$ cat src/rtl/seq_alu.sv
// seq_alu: handshaked sequential ALU with registered result/flags, shift-add multiplier
// and restoring divider. Optional macro SEQ_ALU_EARLY_TERM_EN ends multiplies early.
module seq_alu #(
   parameter int unsigned WIDTH = 8,
   parameter int unsigned CNT_W = $clog2(WIDTH) + 1
) (
   input  logic             clk,
   input  logic             reset_n,
   input  logic             in_valid,
   output logic             in_ready,
   input  logic [WIDTH-1:0] alu_input_a,
   input  logic [WIDTH-1:0] alu_input_b,
   input  logic [3:0]       alu_opcode,
   output logic             out_valid,
   input  logic             out_ready,
   output logic [WIDTH-1:0] alu_out,
   output logic             zero,
   output logic             carry,
   output logic             div_zero
);
   localparam int unsigned      SH_W     = $clog2(WIDTH);
   localparam int unsigned      PW       = 2 * WIDTH;
   localparam logic [WIDTH-1:0] W_LIM    = WIDTH'(WIDTH);
   localparam logic [CNT_W-1:0] CNT_LAST = CNT_W'(WIDTH);

   localparam logic [3:0] OP_AND   = 4'd0;
   localparam logic [3:0] OP_ADD   = 4'd1;
   localparam logic [3:0] OP_XOR   = 4'd2;
   localparam logic [3:0] OP_SLTU  = 4'd3;
   localparam logic [3:0] OP_SLL   = 4'd4;
   localparam logic [3:0] OP_SRL   = 4'd5;
   localparam logic [3:0] OP_SNE   = 4'd6;
   localparam logic [3:0] OP_OVF   = 4'd7;
   localparam logic [3:0] OP_SUB   = 4'd8;
   localparam logic [3:0] OP_OR    = 4'd9;
   localparam logic [3:0] OP_SRA   = 4'd10;
   localparam logic [3:0] OP_MUL   = 4'd11;
   localparam logic [3:0] OP_DIVU  = 4'd12;
   localparam logic [3:0] OP_REMU  = 4'd13;
   localparam logic [3:0] OP_MULHU = 4'd14;
   localparam logic [3:0] OP_PASSB = 4'd15;

   typedef enum logic [1:0] {S_IDLE, S_EXEC, S_DONE} state_t;

   state_t           state, state_nxt;
   logic [CNT_W-1:0] cnt, cnt_nxt;
   logic [3:0]       op_q, op_nxt;
   logic [PW-1:0]    prod, prod_nxt;
   logic [PW-1:0]    mcand, mcand_nxt;
   logic [WIDTH-1:0] mplier, mplier_nxt;
   logic [WIDTH-1:0] quo, quo_nxt;
   logic [WIDTH-1:0] rem, rem_nxt;
   logic             in_ready_nxt, out_valid_nxt;
   logic [WIDTH-1:0] res_nxt;
   logic             zero_nxt, carry_nxt, dz_nxt;

   // single-cycle datapath, evaluated on the live inputs at accept
   logic [WIDTH:0]   sum, dif;
   logic [SH_W-1:0]  shamt;
   logic             sh_big;
   logic [WIDTH-1:0] s_res;
   logic             s_carry;

   always_comb begin
      sum     = {1'b0, alu_input_a} + {1'b0, alu_input_b};
      dif     = {1'b0, alu_input_a} - {1'b0, alu_input_b};
      shamt   = alu_input_b[SH_W-1:0];
      sh_big  = (alu_input_b >= W_LIM);
      s_res   = '0;
      s_carry = 1'b0;
      case (alu_opcode)
         OP_AND:   s_res = alu_input_a & alu_input_b;
         OP_ADD:   begin s_res = sum[WIDTH-1:0]; s_carry = sum[WIDTH]; end
         OP_XOR:   s_res = alu_input_a ^ alu_input_b;
         OP_SLTU:  s_res = WIDTH'(alu_input_a < alu_input_b);
         OP_SLL:   s_res = sh_big ? '0 : (alu_input_a << shamt);
         OP_SRL:   s_res = sh_big ? '0 : (alu_input_a >> shamt);
         OP_SNE:   s_res = WIDTH'(alu_input_a != alu_input_b);
         OP_OVF:   begin s_res = WIDTH'(sum[WIDTH]); s_carry = sum[WIDTH]; end
         OP_SUB:   begin s_res = dif[WIDTH-1:0]; s_carry = dif[WIDTH]; end
         OP_OR:    s_res = alu_input_a | alu_input_b;
         OP_SRA:   s_res = sh_big ? {WIDTH{alu_input_a[WIDTH-1]}}
                                  : WIDTH'($unsigned($signed(alu_input_a) >>> shamt));
         OP_PASSB: s_res = alu_input_b;
         default:  s_res = '0;
      endcase
   end

   // iterative step values; mplier doubles as the divisor, mcand[WIDTH-1:0] keeps a for REMU
   logic             is_iter_in, op_is_div, last, mul_early, fin;
   logic [WIDTH:0]   div_sh;
   logic             div_ge;
   logic [WIDTH-1:0] div_rem, div_quo, fin_res;
   logic [PW-1:0]    mul_acc;

   always_comb begin
      state_nxt     = state;
      cnt_nxt       = cnt;
      op_nxt        = op_q;
      prod_nxt      = prod;
      mcand_nxt     = mcand;
      mplier_nxt    = mplier;
      quo_nxt       = quo;
      rem_nxt       = rem;
      out_valid_nxt = out_valid;
      res_nxt       = alu_out;
      zero_nxt      = zero;
      carry_nxt     = carry;
      dz_nxt        = div_zero;
      fin           = 1'b0;
      fin_res       = '0;

      is_iter_in = alu_opcode inside {OP_MUL, OP_DIVU, OP_REMU, OP_MULHU};
      op_is_div  = (op_q == OP_DIVU) || (op_q == OP_REMU);
      last       = ((cnt + CNT_W'(1)) == CNT_LAST);
      div_sh     = {rem, quo[WIDTH-1]};
      div_ge     = (div_sh >= {1'b0, mplier});
      div_rem    = div_ge ? WIDTH'(div_sh - {1'b0, mplier}) : div_sh[WIDTH-1:0];
      div_quo    = {quo[WIDTH-2:0], div_ge};
      mul_acc    = mplier[0] ? (prod + mcand) : prod;
`ifdef SEQ_ALU_EARLY_TERM_EN
      mul_early  = (mplier[WIDTH-1:1] == '0);
`else
      mul_early  = 1'b0;
`endif

      case (state)
         S_IDLE: begin
            if (in_valid && in_ready) begin
               op_nxt = alu_opcode;
               if (is_iter_in) begin
                  state_nxt  = S_EXEC;
                  cnt_nxt    = '0;
                  prod_nxt   = '0;
                  mcand_nxt  = PW'(alu_input_a);
                  mplier_nxt = alu_input_b;
                  quo_nxt    = alu_input_a;
                  rem_nxt    = '0;
               end else begin
                  state_nxt     = S_DONE;
                  out_valid_nxt = 1'b1;
                  res_nxt       = s_res;
                  zero_nxt      = (s_res == '0);
                  carry_nxt     = s_carry;
                  dz_nxt        = 1'b0;
               end
            end
         end
         S_EXEC: begin
            cnt_nxt = cnt + CNT_W'(1);
            if (op_is_div) begin
               rem_nxt = div_rem;
               quo_nxt = div_quo;
               fin     = last;
               if (op_q == OP_DIVU) fin_res = div_quo;
               else                 fin_res = (mplier == '0) ? mcand[WIDTH-1:0] : div_rem;
            end else begin
               prod_nxt   = mul_acc;
               mcand_nxt  = {mcand[PW-2:0], 1'b0};
               mplier_nxt = mplier >> 1;
               fin        = last || mul_early;
               fin_res    = (op_q == OP_MULHU) ? mul_acc[PW-1:WIDTH] : mul_acc[WIDTH-1:0];
            end
            if (fin) begin
               state_nxt     = S_DONE;
               out_valid_nxt = 1'b1;
               res_nxt       = fin_res;
               zero_nxt      = (fin_res == '0);
               carry_nxt     = 1'b0;
               dz_nxt        = op_is_div && (mplier == '0);
            end
         end
         S_DONE: begin
            if (out_ready) begin
               state_nxt     = S_IDLE;
               out_valid_nxt = 1'b0;
            end
         end
         default: state_nxt = S_IDLE;
      endcase

      in_ready_nxt = (state_nxt == S_IDLE);
   end

   always_ff @(posedge clk or negedge reset_n) begin
      if (!reset_n) begin
         state     <= S_IDLE;
         cnt       <= '0;
         op_q      <= '0;
         prod      <= '0;
         mcand     <= '0;
         mplier    <= '0;
         quo       <= '0;
         rem       <= '0;
         in_ready  <= 1'b1;
         out_valid <= 1'b0;
         alu_out   <= '0;
         zero      <= 1'b1;
         carry     <= 1'b0;
         div_zero  <= 1'b0;
      end else begin
         state     <= state_nxt;
         cnt       <= cnt_nxt;
         op_q      <= op_nxt;
         prod      <= prod_nxt;
         mcand     <= mcand_nxt;
         mplier    <= mplier_nxt;
         quo       <= quo_nxt;
         rem       <= rem_nxt;
         in_ready  <= in_ready_nxt;
         out_valid <= out_valid_nxt;
         alu_out   <= res_nxt;
         zero      <= zero_nxt;
         carry     <= carry_nxt;
         div_zero  <= dz_nxt;
      end
   end

endmodule

$ cat config.mk
export PLATFORM = sky130hd
export DESIGN_NAME = seq_alu
export DESIGN_NICKNAME = d
export VERILOG_FILES = /design/src/rtl/seq_alu.sv
export SDC_FILE = /design/constraint.sdc
export NUM_CORES = 1
export LEC_CHECK = 0
export ABC_AREA = 1
export BUFFER_PORTS_ARGS = -buffer_cell sky130_fd_sc_hd__clkbuf_2
export CAP_MARGIN = 30
export CORE_MARGIN = 2
export CORE_UTILIZATION = 25
export CTS_CLUSTER_DIAMETER = 50
export CTS_CLUSTER_SIZE = 24
export DETAILED_ROUTE_END_ITERATION = 12
export PLACE_DENSITY = 0.35
export SLEW_MARGIN = 15
export SYNTH_ARGS = -nofsm -noshare
export SYNTH_HDL_FRONTEND = slang
export SYNTH_SLANG_ARGS = --single-unit
$ cat constraint.sdc
create_clock -name clk -period 2.5 [get_ports clk]
set_input_delay 0.5 -clock clk [delete_from_list [all_inputs] [get_ports clk]]
set_output_delay 0.5 -clock clk [all_outputs]
set_load 0.01 [all_outputs]
==> results_dict.tcl, run 1 <==
set metrics [dict create \
    yosys_most_used_dff "dfrtp_1" \
    async_flop_share 1.000 \
    fin_nets 1431 \
    worst_path_max_delay_cell "dfrtp_1" \
    wl_per_cell_um 17.42 \
    synthToLayoutAreaGrowth_pct 35.61 \
    ant_nets 0 \
    syn_area_per_cell_um2 6.369 \
    start_kind "register" \
    path_clk_slew_ns 0.06 \
    layoutNonFillerInstCount 1749 \
    worstPathRequired_ns 2.78 \
    synth_cell_types 45 \
    synth_edf_count 0 \
    drc 0 \
    drt_pass1_iterations 5 \
    report.final.hold_viol_count 0 \
    grt_pass1_wl_mm 47.09 \
    placed_cells 1722 \
    cts-htree-levels 3 \
    utilization 0.3416 \
    power.density_nw_per_um2 1253 \
    drv_cap 0 \
    grt_max_degree 37 \
    register_area_um2 1979 \
    drtIter0Drc 370 \
    grt_overflow_total 0 \
    status "complete, no violations" \
    syn-num-nets 1240 \
    cts_root_buf "clkbuf_16" \
    io-pin-count 37 \
    yosysWarnings 0 \
    path_class "register to register" \
    path_buf_inv 4 \
    timing.hold.ws_ns 0.1182 \
    finClkSkew_ns 0.008259 \
    slew_headroom 0.6267 \
    cts_tree "built" \
    endpoint_kind "register" \
    p_leak_nw 5.207 \
    setup_viol 0 \
    min_path_type "input pin to async pin" \
    worst-r2r-setup-slack_ns 0.09 \
    fillers 3258 \
    cp_max_fo 8 \
    grt_pass1_vias 8114 \
    critPathTopFamily "simple AND/OR/NAND/NOR gates" \
    initial_core_util 0.2519 \
    drive_above_1_share 0.2590 \
    cts_hold_repair.buffers 0 \
    clk_latency_ns 0.35 \
    worst_pin_slew_ns 0.5541 \
    antenna_found_initial 0 \
    yosysTopAreaCell "dfrtp_1" \
    vias_per_cell 4.614 \
    netlist.area_leader.share 0.2601 \
    syn_inst 1163 \
    setup.worst_path.start "mplier[2]" \
    multi_input_area_um2 5024 \
    fmax_mhz 414.4 \
    core-area_um2 29400 \
    cts.sinks 79 \
    rows 63 \
    ys_seq_area_frac 0.2672 \
    synth_most_common_cell "nand2_1" \
    numPortBuffers 36 \
    r2r_start "mplier[2]" \
    period_needed_ns 2.413 \
    fin_crit_sh 0.9653 \
    via_count 8070 \
    synth_area_leaders "dfrtp_1 26%, nand2_1 18%, ha_1 8.3%, nand3_1 8.0%, inv_1 7.8%" \
    rsz0062_at_grt "yes" \
    grtUsageTotal 0.2000 \
    cts_buffer_depth 2 \
    tns_ns 0 \
    synthTopCellsByCount "347 x nand2_1, 154 x inv_1, 119 x nand3_1" \
    dieArea_um2 31020 \
    ir_drop_v 0.0004050 \
    reg2reg_to "zero" \
    die_h_um 176.1 \
    wl_mm 30.47 \
    gp_congestion 0.8882 \
    arrival_ns 2.69 \
    r2r_cells 17 \
    hpwl_mm 25.02 \
    syn_area_um2 7407 \
    worstPathCellList "inv_2, ha_4, buf_6, nand4_1, nor2_4, nor2_4, nand2_4, buf_12, nand2_4, nand3_4, a21oi_4, nand2_2, inv_2, nand2_1, nor2_1, nand3_1, a21oi_2" \
    cts_buffers 9 \
    n_antenna_cell 0 \
    ys_ff_latch 79 \
    die_w_um 176.1 \
    slowest_delay_ns 0.37 \
    drv_slew 0 \
]
==> through the flow <==
step	area [um^2]	total power [mW]	worst slack, ns
3_3_place_gp	9191	10.04	-0.1690
2_1_floorplan	7407	6.784	0.01446
5_1_grt	10040	13.76	-0.05886
4_1_cts	9558	11.66	0.01353
3_5_place_dp	9191	9.969	-0.1579
6_report	10040	12.58	0.08675
==> cell usage in the layout (no fill, tap or decap), types with 5 or more instances in the layout <==
cell / Yosys / final
and2_1: 7 / 7
nand3_2: 4 / 17
inv_1: 154 / 145
buf_4: 3 / 172
nand3_1: 119 / 103
inv_2: 22 / 32
nor2_2: 5 / 10
nand4_1: 20 / 20
nand2_2: 10 / 20
o21ai_1: 15 / 16
nor3_1: 9 / 8
xor2_1: 5 / 5
a21oi_1: 52 / 48
o21ai_0: 54 / 52
dfrtp_1: 77 / 77
nand2_1: 347 / 335
a21oi_2: 6 / 9
ha_4: 0 / 16
o22ai_1: 16 / 16
clkbuf_2: 0 / 35
clkbuf_16: 0 / 9
o211ai_1: 11 / 11
ha_1: 49 / 32
a21o_1: 8 / 8
nor2_1: 88 / 82
o221ai_1: 18 / 18
==> timing repair <==
| action | 4_1_cts | 5_1_grt |
|---|---|---|
| pin swaps | 0 | 20 |
| buffers inserted | 0 | 11 |
| gates resized for setup | 9 | 78 |
| setup endpoints to repair | 1 | 7 |
==> kinds of logic (layout without fill, tap and decap cells) <==
logic type	after synthesis	in the layout	share of synthesized area
simple gates	618	618	0.3588
buf+inv	211	407	0.1127
xor+xnor	11	11	0.01301
flops	79	79	0.2672
fa+ha+maj	53	53	0.09358
compound gates	191	191	0.1547
==> worst max-delay path by stage <==
stage	to	slack, ns	depth (start not counted)
floorplan	zero	0.01	19
global placement	zero	-0.17	16
detailed placement	zero	-0.16	16
CTS	zero	0.01	18
global route	zero	-0.06	16
finish	zero	0.09	17
==> report_power, final <==
| part | total [mW] | internal (mW) | switching (mW) |
|---|---|---|---|
| Combinational | 8.66 | 3.73 | 4.94 |
| Sequential | 2.35 | 1.88 | 0.479 |
| Clock | 1.56 | 0.980 | 0.582 |
==> flip-flops by register name, indices dropped and copies added, names as in the netlist <==
register,cells
rem,8
quo,8
div_zero,1
mcand,16
zero,1
state,2
out_valid,1
alu_out,8
op_q,4
cnt,4
prod,16
mplier,8
carry,1
in_ready,1
==> metal layers <==
metal	track usage	wire length, um	share of wire	vias to the layer above
met3	0.02735	918	0.030	39
met1	0.2580	14130	0.46	3719
met4	0.06577	926	0.030	0
li1	-	-	-	4185
met2	0.3441	14490	0.48	127
met5	0	0	0	-
==> final cells by class <==
type | instances | area share
multi-input cells | 873 | 0.5001
inverters | 180 | 0.06739
flip-flops and latches | 79 | 0.1971
repair buffers | 211 | 0.1531
well taps | 390 | 0.04858
clock buffers | 11 | 0.02317
clock inverters | 5 | 0.01059
(Power assumes the default switching activity.)
==> run 2: changes to the inputs <==
- CORE_UTILIZATION: 25 -> 39
- PLACE_DENSITY: 0.35 -> 0.51
==> run 2 against run 1 <==
Critical path depth fell by 1. Setup slack improved by 0.048 ns. Via count decreased by 1.7%. Worst hold slack worse by 0.015 ns. Largest power group unchanged. Sequential share of layout area is 1.7 points higher. Highest routed layer unchanged.
==> results_dict.tcl, run 2 (synthesized netlist as in run 1, its figures left out) <==
set metrics [dict create \
    fin_area_um2 9236 \
    hpwl_mm 21.16 \
    reg_top3 "mcand x16, prod x16" \
    cp_max_fo 3 \
    grt_pass1_vias 7609 \
    die_h_um 141.8 \
    drt_pass1_iterations 5 \
    path_buf_inv 2 \
    n_antenna_cell 0 \
    placed_cell_area_um2 8648 \
    crit_path_end "zero" \
    min_path_type "input pin to async pin" \
    numPortBuffers 36 \
    final_common_cell "nand2_1" \
    ant_nets 0 \
    fmax_mhz 422.7 \
    cp.depth 16 \
    drc 0 \
    wl_mm 26.40 \
    cts_tree "built" \
    gp_congestion 0.9704 \
    worst_pin_slew_ns 0.5839 \
    timing.hold.ws_ns 0.1029 \
    synthToLayoutAreaGrowth_pct 24.70 \
    report.final.hold_viol_count 0 \
    drive_above_1_share 0.2110 \
    dieArea_um2 20110 \
    wl_per_cell_um 17.12 \
    cts_root_buf "clkbuf_16" \
    io-pin-count 37 \
    die_w_um 141.8 \
    worst-r2r-setup-slack_ns 0.13 \
    grt_max_degree 36 \
    path_clk_slew_ns 0.07 \
    cts-htree-levels 3 \
    post-place-ws_ns -0.08463 \
    setup.worst_path.start "quo[7]" \
    grt_pass1_wl_mm 41.45 \
    path_class "register to register" \
    placed_cells 1523 \
    vias_per_cell 5.144 \
    critPathTopFamily "simple AND/OR/NAND/NOR gates" \
    power.density_nw_per_um2 1238 \
    slew_headroom 0.6066 \
    core-area_um2 18640 \
    start_kind "register" \
    grt_overflow_total 0 \
    r2r_start "quo[7]" \
    initial_core_util 0.3973 \
    mostFrequentLayoutCells "341 x nand2_1, 151 x inv_1, 124 x buf_4, 107 x nand3_1, 85 x nor2_1" \
    drv_cap 0 \
    setup_slack_ns 0.1345 \
    p_leak_nw 4.904 \
    rsz0062_at_grt "yes" \
    fin_crit_sh 0.9462 \
    fin_nets 1380 \
    clk_latency_ns 0.35 \
    rows 50 \
    cts_buffer_depth 2 \
    worstPathRequired_ns 2.78 \
    slowest_delay_ns 0.40 \
    fillers 2018 \
    ir_drop_v 0.0004330 \
    worstPathCellList "inv_2, ha_1, inv_1, fa_2, nand3_2, nand3_1, xor2_1, nand2_2, nand3_2, nand2_1, nand2_2, a21oi_4, nand2_1, nor2_1, nand3_1, a21oi_2" \
    setup_viol 0 \
    status "complete, no violations" \
    drv_slew 0 \
    layoutNonFillerInstCount 1542 \
    arrival_ns 2.65 \
    drtIter0Drc 534 \
    r2r_cells 16 \
    worst_path_max_delay_cell "fa_2" \
    tns_ns 0 \
    grtUsageTotal 0.2686 \
    period_needed_ns 2.366 \
    endpoint_kind "register" \
    cts.sinks 79 \
    via_count 7932 \
    reg2reg_to "zero" \
    finClkSkew_ns 0.01317 \
    antenna_found_initial 0 \
    cts_buffers 9 \
]
run 2: cell types whose count changed in the layout (fill, tap and decap cells not counted), sizes merged:
cell,before,now
buf,176,125
bufinv,3,1
clkbuf,46,45
clkinv,4,6
clkinvlp,1,3
inv,177,176
run 2: per-layer routing:
| layer | vias to the layer above | routed length (um) | part of all wire | global-route usage |
|---|---|---|---|---|
| met5 | - | 0 | 0 | 0 |
| met4 | 0 | 907 | 0.034 | 0.09632 |
| met3 | 50 | 1036 | 0.039 | 0.03780 |
| met2 | 191 | 12300 | 0.47 | 0.4466 |
| met1 | 3606 | 12160 | 0.46 | 0.3576 |
| li1 | 4085 | - | - | - |
run 2: worst reg2reg max path: cells and delay by family, from the launching register on:
kind            cells  cell delay, ns
simple gates        9            0.79
xor+xnor            1            0.17
flops               1            0.39
buf+inv             2            0.14
compound gates      2            0.30
fa+ha+maj           2            0.53
run 2: power breakdown:
group | leakage, nW | switching [mW] | internal, mW
combinational | 3.76 | 4.61 | 3.15
sequential | 1.00 | 0.424 | 1.88
clock | 0.141 | 0.571 | 0.804
run 2: layout make-up:
type                       count  area, um^2  share of cell area
clock buffer                  10       239.0             0.02587
clock inverter                 6       70.07            0.007586
inverter                     180       676.9             0.07329
multi-input combinational    873        4852              0.5253
sequential                    79        1979              0.2143
tap                          234       292.8             0.03170
timing repair buffer         160        1126              0.1219
run 2: how the worst min path moves through the flow:
stage               cells past startpoint  slack [ns]  startpoint         end
CTS                                     1        0.11     reset_n   mcand[10]
global route                            1        0.13     reset_n    mcand[9]
floorplan                               0        0.20     reset_n  alu_out[0]
global placement                        2        0.47  alu_out[0]  alu_out[0]
detailed placement                      2        0.47  alu_out[0]  alu_out[0]
finish                                  1        0.10     reset_n    mcand[9]
run 2: repair_timing:
item	4_1_cts	5_1_grt
setup buffers	0	3
gates resized for setup	1	52
hold buffers	0	0
endpoints found under the setup margin	1	8
pin swaps	0	10
run 2: through the flow:
step             util  total power, mW
2_1_floorplan       -            6.784
3_3_place_gp   0.4639            9.369
3_5_place_dp   0.4639            9.369
4_1_cts        0.4807            10.81
5_1_grt        0.4954            12.47
6_report       0.4954            11.43
